==> config.mk <==
export PLATFORM = sky130hd
export DESIGN_NAME = line_mem_arbiter
export DESIGN_NICKNAME = d
export VERILOG_FILES = /design/src/rtl/line_mem_arbiter_pkg.sv /design/src/rtl/burst_line_buffer.sv /design/src/rtl/line_mem_arbiter.sv
export SDC_FILE = /design/constraint.sdc
export NUM_CORES = 2
export LEC_CHECK = 0
export ABC_CLOCK_PERIOD_IN_PS = 3400
export CAP_MARGIN = 0
export CELL_PAD_IN_SITES_DETAIL_PLACEMENT = 0
export CELL_PAD_IN_SITES_GLOBAL_PLACEMENT = 1
export CORE_AREA = 4 4 384 386
export CTS_CLUSTER_SIZE = 14
export DETAILED_ROUTE_END_ITERATION = 16
export DIE_AREA = 0 0 388 390
export DONT_BUFFER_PORTS = 1
export PLACE_DENSITY_LB_ADDON = 0.1
export SLEW_MARGIN = 20
export SYNTH_ARGS = -nofsm -noshare
export SYNTH_HDL_FRONTEND = slang
export SYNTH_SLANG_ARGS = --single-unit
==> constraint.sdc <==
create_clock -name clk -period 3.4 [get_ports clk]
set_input_delay 0.85 -clock clk [delete_from_list [all_inputs] [get_ports clk]]
set_output_delay 0.85 -clock clk [all_outputs]
set_load 0.005 [all_outputs]
==> src/rtl/line_mem_arbiter_pkg.sv <==
// rtl/line_mem_arbiter_pkg.sv - shared types and constants for the line memory arbiter
package arb_types;

    localparam int LINE_W      = 256;
    localparam int BURST_W     = 64;
    localparam int ADDR_W      = 32;
    localparam int BEATS       = LINE_W / BURST_W;
    localparam int BEAT_IDX_W  = $clog2(BEATS);
    localparam int OFFSET_BITS = 5;

    typedef enum logic [1:0] {
        IDLE,
        READ,
        WRITE,
        DONE
    } arb_state_t;

    typedef enum logic {
        OWN_I,
        OWN_D
    } arb_owner_t;

    // Strip the byte offset so the memory always sees a line-aligned base
    function automatic logic [ADDR_W-1:0] line_base(input logic [ADDR_W-1:0] addr);
        return {addr[ADDR_W-1:OFFSET_BITS], {OFFSET_BITS{1'b0}}};
    endfunction

endpackage

==> src/rtl/burst_line_buffer.sv <==
// rtl/burst_line_buffer.sv - beat counter plus line register for burst serialize/deserialize
module burst_line_buffer
    import arb_types::*;
(
    input  logic                  clk,
    input  logic                  rst,
    input  logic                  clear,
    input  logic                  load,
    input  logic [LINE_W-1:0]     load_line,
    input  logic                  advance,
    input  logic                  store,
    input  logic [BURST_W-1:0]    beat_in,
    output logic [BEAT_IDX_W-1:0] beat_idx,
    output logic [BURST_W-1:0]    beat_out,
    output logic [LINE_W-1:0]     line_next,
    output logic                  last_beat
);

    logic [LINE_W-1:0]     line_q;
    logic [BEAT_IDX_W-1:0] cnt_q;

    // Merge the incoming beat into its slot so the completed line is visible on the final beat
    always_comb begin
        line_next = line_q;
        if (store) begin
            line_next[int'(cnt_q) * BURST_W +: BURST_W] = beat_in;
        end
    end

    assign beat_idx  = cnt_q;
    assign beat_out  = line_q[int'(cnt_q) * BURST_W +: BURST_W];
    assign last_beat = (cnt_q == BEAT_IDX_W'(BEATS - 1));

    // Line register: bulk load for write-backs, per-beat fill for reads
    always_ff @(posedge clk or negedge rst) begin
        if (!rst) begin
            line_q <= '0;
        end else if (load) begin
            line_q <= load_line;
        end else begin
            line_q <= line_next;
        end
    end

    // Beat counter; wraps to zero naturally after the last beat, cleared between transactions
    always_ff @(posedge clk or negedge rst) begin
        if (!rst) begin
            cnt_q <= '0;
        end else if (clear) begin
            cnt_q <= '0;
        end else if (advance) begin
            cnt_q <= cnt_q + 1'b1;
        end
    end

endmodule

==> src/rtl/line_mem_arbiter.sv <==
// rtl/line_mem_arbiter.sv - I/D line arbiter onto one burst memory port (option ARB_FIXED_DPRIO_EN)
module line_mem_arbiter
    import arb_types::*;
(
    input  logic               clk,
    input  logic               rst,
    input  logic               i_read,
    input  logic [ADDR_W-1:0]  i_address,
    output logic [LINE_W-1:0]  i_rdata,
    output logic               i_resp,
    input  logic               d_read,
    input  logic               d_write,
    input  logic [ADDR_W-1:0]  d_address,
    input  logic [LINE_W-1:0]  d_wdata,
    output logic [LINE_W-1:0]  d_rdata,
    output logic               d_resp,
    output logic               mem_read,
    output logic               mem_write,
    output logic [ADDR_W-1:0]  mem_address,
    output logic [BURST_W-1:0] mem_wdata,
    input  logic [BURST_W-1:0] mem_rdata,
    input  logic               mem_resp
);

    arb_state_t            state_q;
    arb_state_t            state_d;
    arb_owner_t            owner_q;
    arb_owner_t            last_grant_q;
    arb_owner_t            grant_owner;
    logic [ADDR_W-1:0]     addr_q;
    logic [LINE_W-1:0]     i_rdata_q;
    logic [LINE_W-1:0]     d_rdata_q;
    logic                  any_req;
    logic                  d_req;
    logic                  grant_d;
    logic                  buf_clear;
    logic                  buf_load;
    logic                  beat_adv;
    logic                  beat_store;
    logic                  final_read_beat;
    logic [BEAT_IDX_W-1:0] beat_idx;
    logic [BURST_W-1:0]    beat_out;
    logic [LINE_W-1:0]     line_next;
    logic                  last_beat;

    assign d_req   = d_read | d_write;
    assign any_req = i_read | d_req;

`ifdef ARB_FIXED_DPRIO_EN
    // D-side always wins a tie; I-side only gets the port when D is quiet
    assign grant_d = d_req;
`else
    // Round-robin: on a tie, the side that did not win last time goes first
    assign grant_d = d_req & (~i_read | (last_grant_q == OWN_I));
`endif

    assign grant_owner = grant_d ? OWN_D : OWN_I;

    assign beat_adv        = mem_resp & ((state_q == READ) | (state_q == WRITE));
    assign beat_store      = mem_resp & (state_q == READ);
    assign final_read_beat = beat_store & last_beat;

    // Next-state: whole-line transactions, always returning through DONE to IDLE
    always_comb begin
        state_d   = state_q;
        buf_clear = 1'b0;
        buf_load  = 1'b0;
        case (state_q)
            IDLE: begin
                buf_clear = 1'b1;
                if (any_req) begin
                    buf_load = 1'b1;
                    // A D-side request with write set is a write-back even if read is also set
                    state_d  = (grant_d && d_write) ? WRITE : READ;
                end
            end
            READ: begin
                if (mem_resp && last_beat) begin
                    state_d = DONE;
                end
            end
            WRITE: begin
                if (mem_resp && last_beat) begin
                    state_d = DONE;
                end
            end
            DONE: begin
                state_d = IDLE;
            end
            default: begin
                state_d = IDLE;
            end
        endcase
    end

    // State register; an asynchronous reset abandons any burst in flight
    always_ff @(posedge clk or negedge rst) begin
        if (!rst) begin
            state_q <= IDLE;
        end else begin
            state_q <= state_d;
        end
    end

    // Grant capture: owner and line address are frozen for the whole transaction
    always_ff @(posedge clk or negedge rst) begin
        if (!rst) begin
            owner_q      <= OWN_I;
            last_grant_q <= OWN_I;
            addr_q       <= '0;
        end else if (state_q == IDLE && any_req) begin
            owner_q      <= grant_owner;
            last_grant_q <= grant_owner;
            addr_q       <= line_base(grant_d ? d_address : i_address);
        end
    end

    // Returned lines are latched on the final read beat so they are valid during DONE
    always_ff @(posedge clk or negedge rst) begin
        if (!rst) begin
            i_rdata_q <= '0;
            d_rdata_q <= '0;
        end else if (final_read_beat) begin
            if (owner_q == OWN_I) begin
                i_rdata_q <= line_next;
            end else begin
                d_rdata_q <= line_next;
            end
        end
    end

    burst_line_buffer u_buf (
        .clk       (clk),
        .rst       (rst),
        .clear     (buf_clear),
        .load      (buf_load),
        .load_line (d_wdata),
        .advance   (beat_adv),
        .store     (beat_store),
        .beat_in   (mem_rdata),
        .beat_idx  (beat_idx),
        .beat_out  (beat_out),
        .line_next (line_next),
        .last_beat (last_beat)
    );

    assign mem_read    = (state_q == READ);
    assign mem_write   = (state_q == WRITE);
    assign mem_address = addr_q;
    assign mem_wdata   = (state_q == WRITE) ? beat_out : '0;
    assign i_resp      = (state_q == DONE) && (owner_q == OWN_I);
    assign d_resp      = (state_q == DONE) && (owner_q == OWN_D);
    assign i_rdata     = i_rdata_q;
    assign d_rdata     = d_rdata_q;

endmodule

---- Word-level counts from Yosys, hierarchy flattened ----
Cells that the tools add are included.
operators by class
  add/sub/neg operators ................... 2
  equal/unequal tests ..................... 6
  shift-type cells ........................ 3
  mux-type cells .......................... 15
  bitwise operators ....................... 10
  reduce and logical (&&, ||, !) cells .... 11
operators by type and width
  cell                                                                        number
  256-bit 2-to-1 mux                                                          2
  256-bit bitwise mux                                                         1
  64-bit by 33-bit variable shift with 256-bit output (first input constant)  1
  256-bit by 9-bit indexed part select with 64-bit output                     1
  64-bit by 33-bit indexed part select with 256-bit output                    1
  64-bit 2-to-1 mux                                                           1
  8-bit negation with 33-bit output                                           1
  32-bit 2-to-1 mux                                                           1
  2-bit 2-to-1 mux                                                            5
  2-bit == test (second input constant)                                       3
  2-bit one-hot mux with 3 select lines                                       1
  2-bit AND reduction                                                         3
  1-bit logical AND                                                           5
  1-bit AND                                                                   4
  1-bit 2-to-1 mux                                                            4
  1-bit bitwise OR                                                            4
  2-bit by 1-bit adder with 2-bit output (second input constant)              1
  2-bit by 1-bit == test with 1-bit output (second input constant)            1
  2-bit zero test                                                             1
  2-bit by 1-bit inequality test with 1-bit output (second input constant)    1
  2-bit inequality test (second input constant)                               1
  1-bit inverter                                                              2
  2-bit nonzero test                                                          1
  2-bit OR reduction                                                          1
storage, ports and cells
  register bits after elaboration ......... 800
  output and inout port bits .............. 612

---- Longest topological paths before layout ----
  depth in word-level cells ............... 7
  gate-level depth with buffers ........... 11

---- Hierarchy ----
A second synthesis with hierarchy kept.
unflattened totals
  cell total of the unflattened synthesis .. 2380
  area, all modules ....................... 37447.2 µm²
by module, submodules not included
  module             instances  cells an instance  area an instance (µm²)  seq. area each (µm²)
  line_mem_arbiter   1          1306               22898.2                 13563.0
  burst_line_buffer  1          1074               14549.0                 6456.2

---- Least setup slack after synthesis ----
Ideal clock, no wire load.
  path kind ............................... reg-to-reg
  start ................................... reg u_buf.cnt_q[1], in the netlist u_buf.beat_idx[1]
  end ..................................... reg d_rdata_q[34], in the netlist d_rdata[34]
  arrival time ............................ 2.505 ns
  data required time ...................... 3.317 ns
  setup slack ............................. 0.813 ns
  cell stages (with the launch flop) ...... 10
  path buffers ............................ 4
  cells stage by stage .................... dfrtp_1 > clkbuf_1 > clkbuf_1 > inv_1 > ha_1 > or3b_1 > buf_2 > buf_1 > a2bb2oi_1 > o21ai_0
on the way
  cells in the longest elaborated chain, start to end .. 4
RTL lines
  element                                                                                                                                 RTL line                 RTL
  start, declared                                                                                                                         burst_line_buffer.sv:20  logic [BEAT_IDX_W-1:0] cnt_q;
  start signal, assigned                                                                                                                  burst_line_buffer.sv:52  cnt_q <= cnt_q + 1'b1;
  8-bit negation with 33-bit output                                                                                                       burst_line_buffer.sv:26  line_next[int'(cnt_q) * BURST_W +: BURST_W] = beat_in;
  64-bit by 33-bit indexed part select with 256-bit output / 64-bit by 33-bit variable shift with 256-bit output (equally long branches)  burst_line_buffer.sv:26
  256-bit bitwise mux                                                                                                                     burst_line_buffer.sv:26
  256-bit 2-to-1 mux                                                                                                                      burst_line_buffer.sv:25  if (store) begin
  end signal, assigned                                                                                                                    line_mem_arbiter.sv:127  d_rdata_q <= line_next;
  end, declared                                                                                                                           line_mem_arbiter.sv:32   logic [LINE_W-1:0] d_rdata_q;
Several ways; a longest one is shown, not always the timed one.
A chain may end at the register's enable or synchronous reset.

---- Final worst setup path ----
  start ................................... reg u_buf.cnt_q[0], in the netlist u_buf.beat_idx[0]
  end ..................................... out mem_wdata[22]
on the way
  cells in the longest elaborated chain, start to end .. 2
RTL lines
  element                                                  RTL line                 RTL
  256-bit by 9-bit indexed part select with 64-bit output  burst_line_buffer.sv:31  assign beat_out = line_q[int'(cnt_q) * BURST_W +: BURST_W];
  64-bit 2-to-1 mux                                        line_mem_arbiter.sv:150  assign mem_wdata = (state_q == WRITE) ? beat_out : '0;
  end, declared                                            line_mem_arbiter.sv:20   output logic [BURST_W-1:0] mem_wdata,
Every way passes these cells.

==> out/qor.yml <==
synthesis:
  async_flop_share_pct: 100
  synth_seq_cells: 800
  netlist_area_sq_um: 33900
  synth_edf_count: 0
  syn_inst: 3363
  yosysSeqAreaShare_pct: 59.1
  synth_area_per_cell_sq_um: 10.1
  synth_cell_types: 38
  synth_ff_type: "dfrtp_1"
  ys_warn_count: 0
die:
  die_h_microns: 390
  design.core.area_sq_um: 143000
  io_pins: 1002
  start_util_pct: 23.6
  fp.dieW_microns: 388
  rows: 139
  dieArea_sq_um: 151000
critical_path:
  crit_path_start_kind: "flip-flop"
  crit_arrival_ns: 2.42
  crit_required_ns: 2.55
  path_class: "flip-flop to output port"
  critPathLaunch: "u_buf.beat_idx[0]$_DFFE_PN0P_"
  regToRegStartpoint: "u_buf.beat_idx[0]$_DFFE_PN0P_"
  critPathCaptureType: "output port"
  crit_fanout: 40
  r2r_slack_ns: 0.42
run_status:
  status: "complete, no violations"
cts:
  cts_num_sinks: 800
  cts-resized-gates: 0
  htreeDepth: 3
  cts_buffers: 99
  root_buffer: "clkbuf_16"
  cts_buffer_depth: 3
  clk_latency_ns: 0.70
  path_clk_slew_ns: 0.06
  cts_tree: "done"
layout:
  nets: 3629
  area_delta_synth_final_pct: 17.1
  final_area_sq_um: 39700
  layout_commonest_cell: "dfrtp_1"
  drive_above_1_share_pct: 9.69
  layout_common_cells: "dfrtp_1 (798), nand2_1 (607), o21ai_0 (481)"
sta:
  relSlewSlack_pct: 36.9
  whs_ns: 0.126
  rsz0062_at_grt: "false"
  worst-slew-pin-transition_ns: 0.946
  fin_crit_ns: 3.27
  fmax_mhz: 306
  tns_ns: 0
  slew_viol_final: 0
  period_share_pct: 96.1
  hold_viol_final: 0
  setup_violations: 0
  finClkSkew_ns: 0.0244
routing:
  ant_nets: 0
  drt_first_pass_iters: 5
  num_vias: 26900
  avgRoutedWirePerCell_microns: 32.6
  wirelength_mm: 170
  drt_first_iter_violations: 1881
  viasPerCell: 5.15
  drc: 0
worst_hold_path:
  hold_class: "primary input to async pin"
global_routing:
  antenna_found_initial: 26
  grt_pass1_vias: 27600
  grt-ovfl-total: 0
  grt_usage_pct: 21.7
  grt_pass1_wl_mm: 234
  grt_max_degree: 801
pwr:
  leakagePower_uw: 0.0165
  irDropWorstVdd_mv: 0.393
  powerDensity_nw_per_um2: 965
placed_design:
  place_area_sq_um: 36100
  numPortBuffers: 0
  dpl.hpwl_mm: 117
  globalplace.congestion: 0.823
job:
  cap_violations: 0
-- cells in the mapped netlist, types with 2 or more instances --
master,instances,area share (%)
mux4_2,64,4.3
nand2_1,607,6.7
nand4_1,98,1.8
a31oi_1,64,1.2
a2bb2oi_1,97,2.5
dfrtp_1,800,59
buf_2,32,0.47
nand3_1,69,1.0
nor2b_1,34,0.63
ha_1,9,0.33
a32oi_1,95,2.5
and4b_1,2,0.059
inv_1,6,0.066
buf_1,40,0.44
a211oi_1,2,0.044
mux2i_1,27,0.80
a21oi_1,194,2.9
buf_4,7,0.16
o21ai_0,481,7.1
nor2_1,258,2.9
clkbuf_1,233,2.6
and2_1,66,1.2
buf_6,3,0.10
a21bo_2,2,0.059
o21ai_1,60,0.89
-- layer usage --
layer	vias to the layer above	part of all wire (%)	global-route usage, %
met3	226	11	9.53
met1	13900	39	25.4
met5	-	0.093	0
met2	1110	48	35.8
met4	22	2.6	6.48
li1	11600	-	-
-- power breakdown --
| part | switching (uW) | total, uW | internal [uW] |
|---|---|---|---|
| combinational | 7700 | 11900 | 4160 |
| sequential | 2920 | 15600 | 12700 |
| clock | 4470 | 10800 | 6370 |
-- area by class of cell --
type | instances | area, sq um
Antenna cell | 16 | 40.0
Clock buffer | 138 | 2840
Clock inverter | 37 | 448
Fill cell | 15100 | 104000
Inverter | 6 | 22.5
Multi-Input combinational cell | 2246 | 12800
Sequential cell | 800 | 20000
Tap cell | 1903 | 2380
Timing Repair Buffer | 77 | 1150
-- state kept, by name, indices dropped and copies added, names as in the netlist --
name,cells
mem_address,27
u_buf.line_q,256
last_grant_q,1
i_rdata,256
d_rdata,256
u_buf.beat_idx,2
state_q,2
-- cell families after synthesis --
group,Yosys count,synth area share (%)
and+or+nand+nor,1141,14.5
AOI/OAI and AO/OA,999,17.2
DFF,800,59.1
buffers and inverters,321,3.82
muxes,91,5.05
adders and majority gates,9,0.332
other,1,0.0111
xor gates and xnor gates,1,0.0259
-- what timing repair did --
item                                    4_1_cts  5_1_grt
endpoints found under the hold margin       800       31
endpoints found under the setup margin        2        0
buffers inserted                              1        0
-- through the flow --
stage | std cells | total power, uW | setup slack, ns | util, %
2_1_floorplan | 3367 | 21600 | 0.813 | -
3_3_place_gp | 5023 | 27300 | 0.497 | 25.2
3_5_place_dp | 5023 | 27500 | 0.474 | 25.2
4_1_cts | 5199 | 38600 | 0.0372 | 27.5
5_1_grt | 5216 | 40500 | 0.0423 | 27.6
6_report | 5223 | 38300 | 0.133 | 27.6
-- critical path, stage by stage (launching register included) --
cell	delay (ns)
dfrtp_4	0.45
buf_12	0.35
mux4_2	0.57
and2_1	0.25
-- path summary, 6_finish.rpt --
check | to | depth (start not counted)
max | mem_wdata[22] | 3
min | u_buf.line_q[113]$_DFF_PN0_ | 1
max reg2reg | i_rdata[131]$_DFFE_PN0P_ | 5
min reg2reg | d_rdata[131]$_DFFE_PN0P_ | 2
max in group asynchronous | d_rdata[77]$_DFFE_PN0P_ | 3
min in group clk | u_buf.line_q[85]$_DFF_PN0_ | 2
Power figures use the tool's default switching activity.
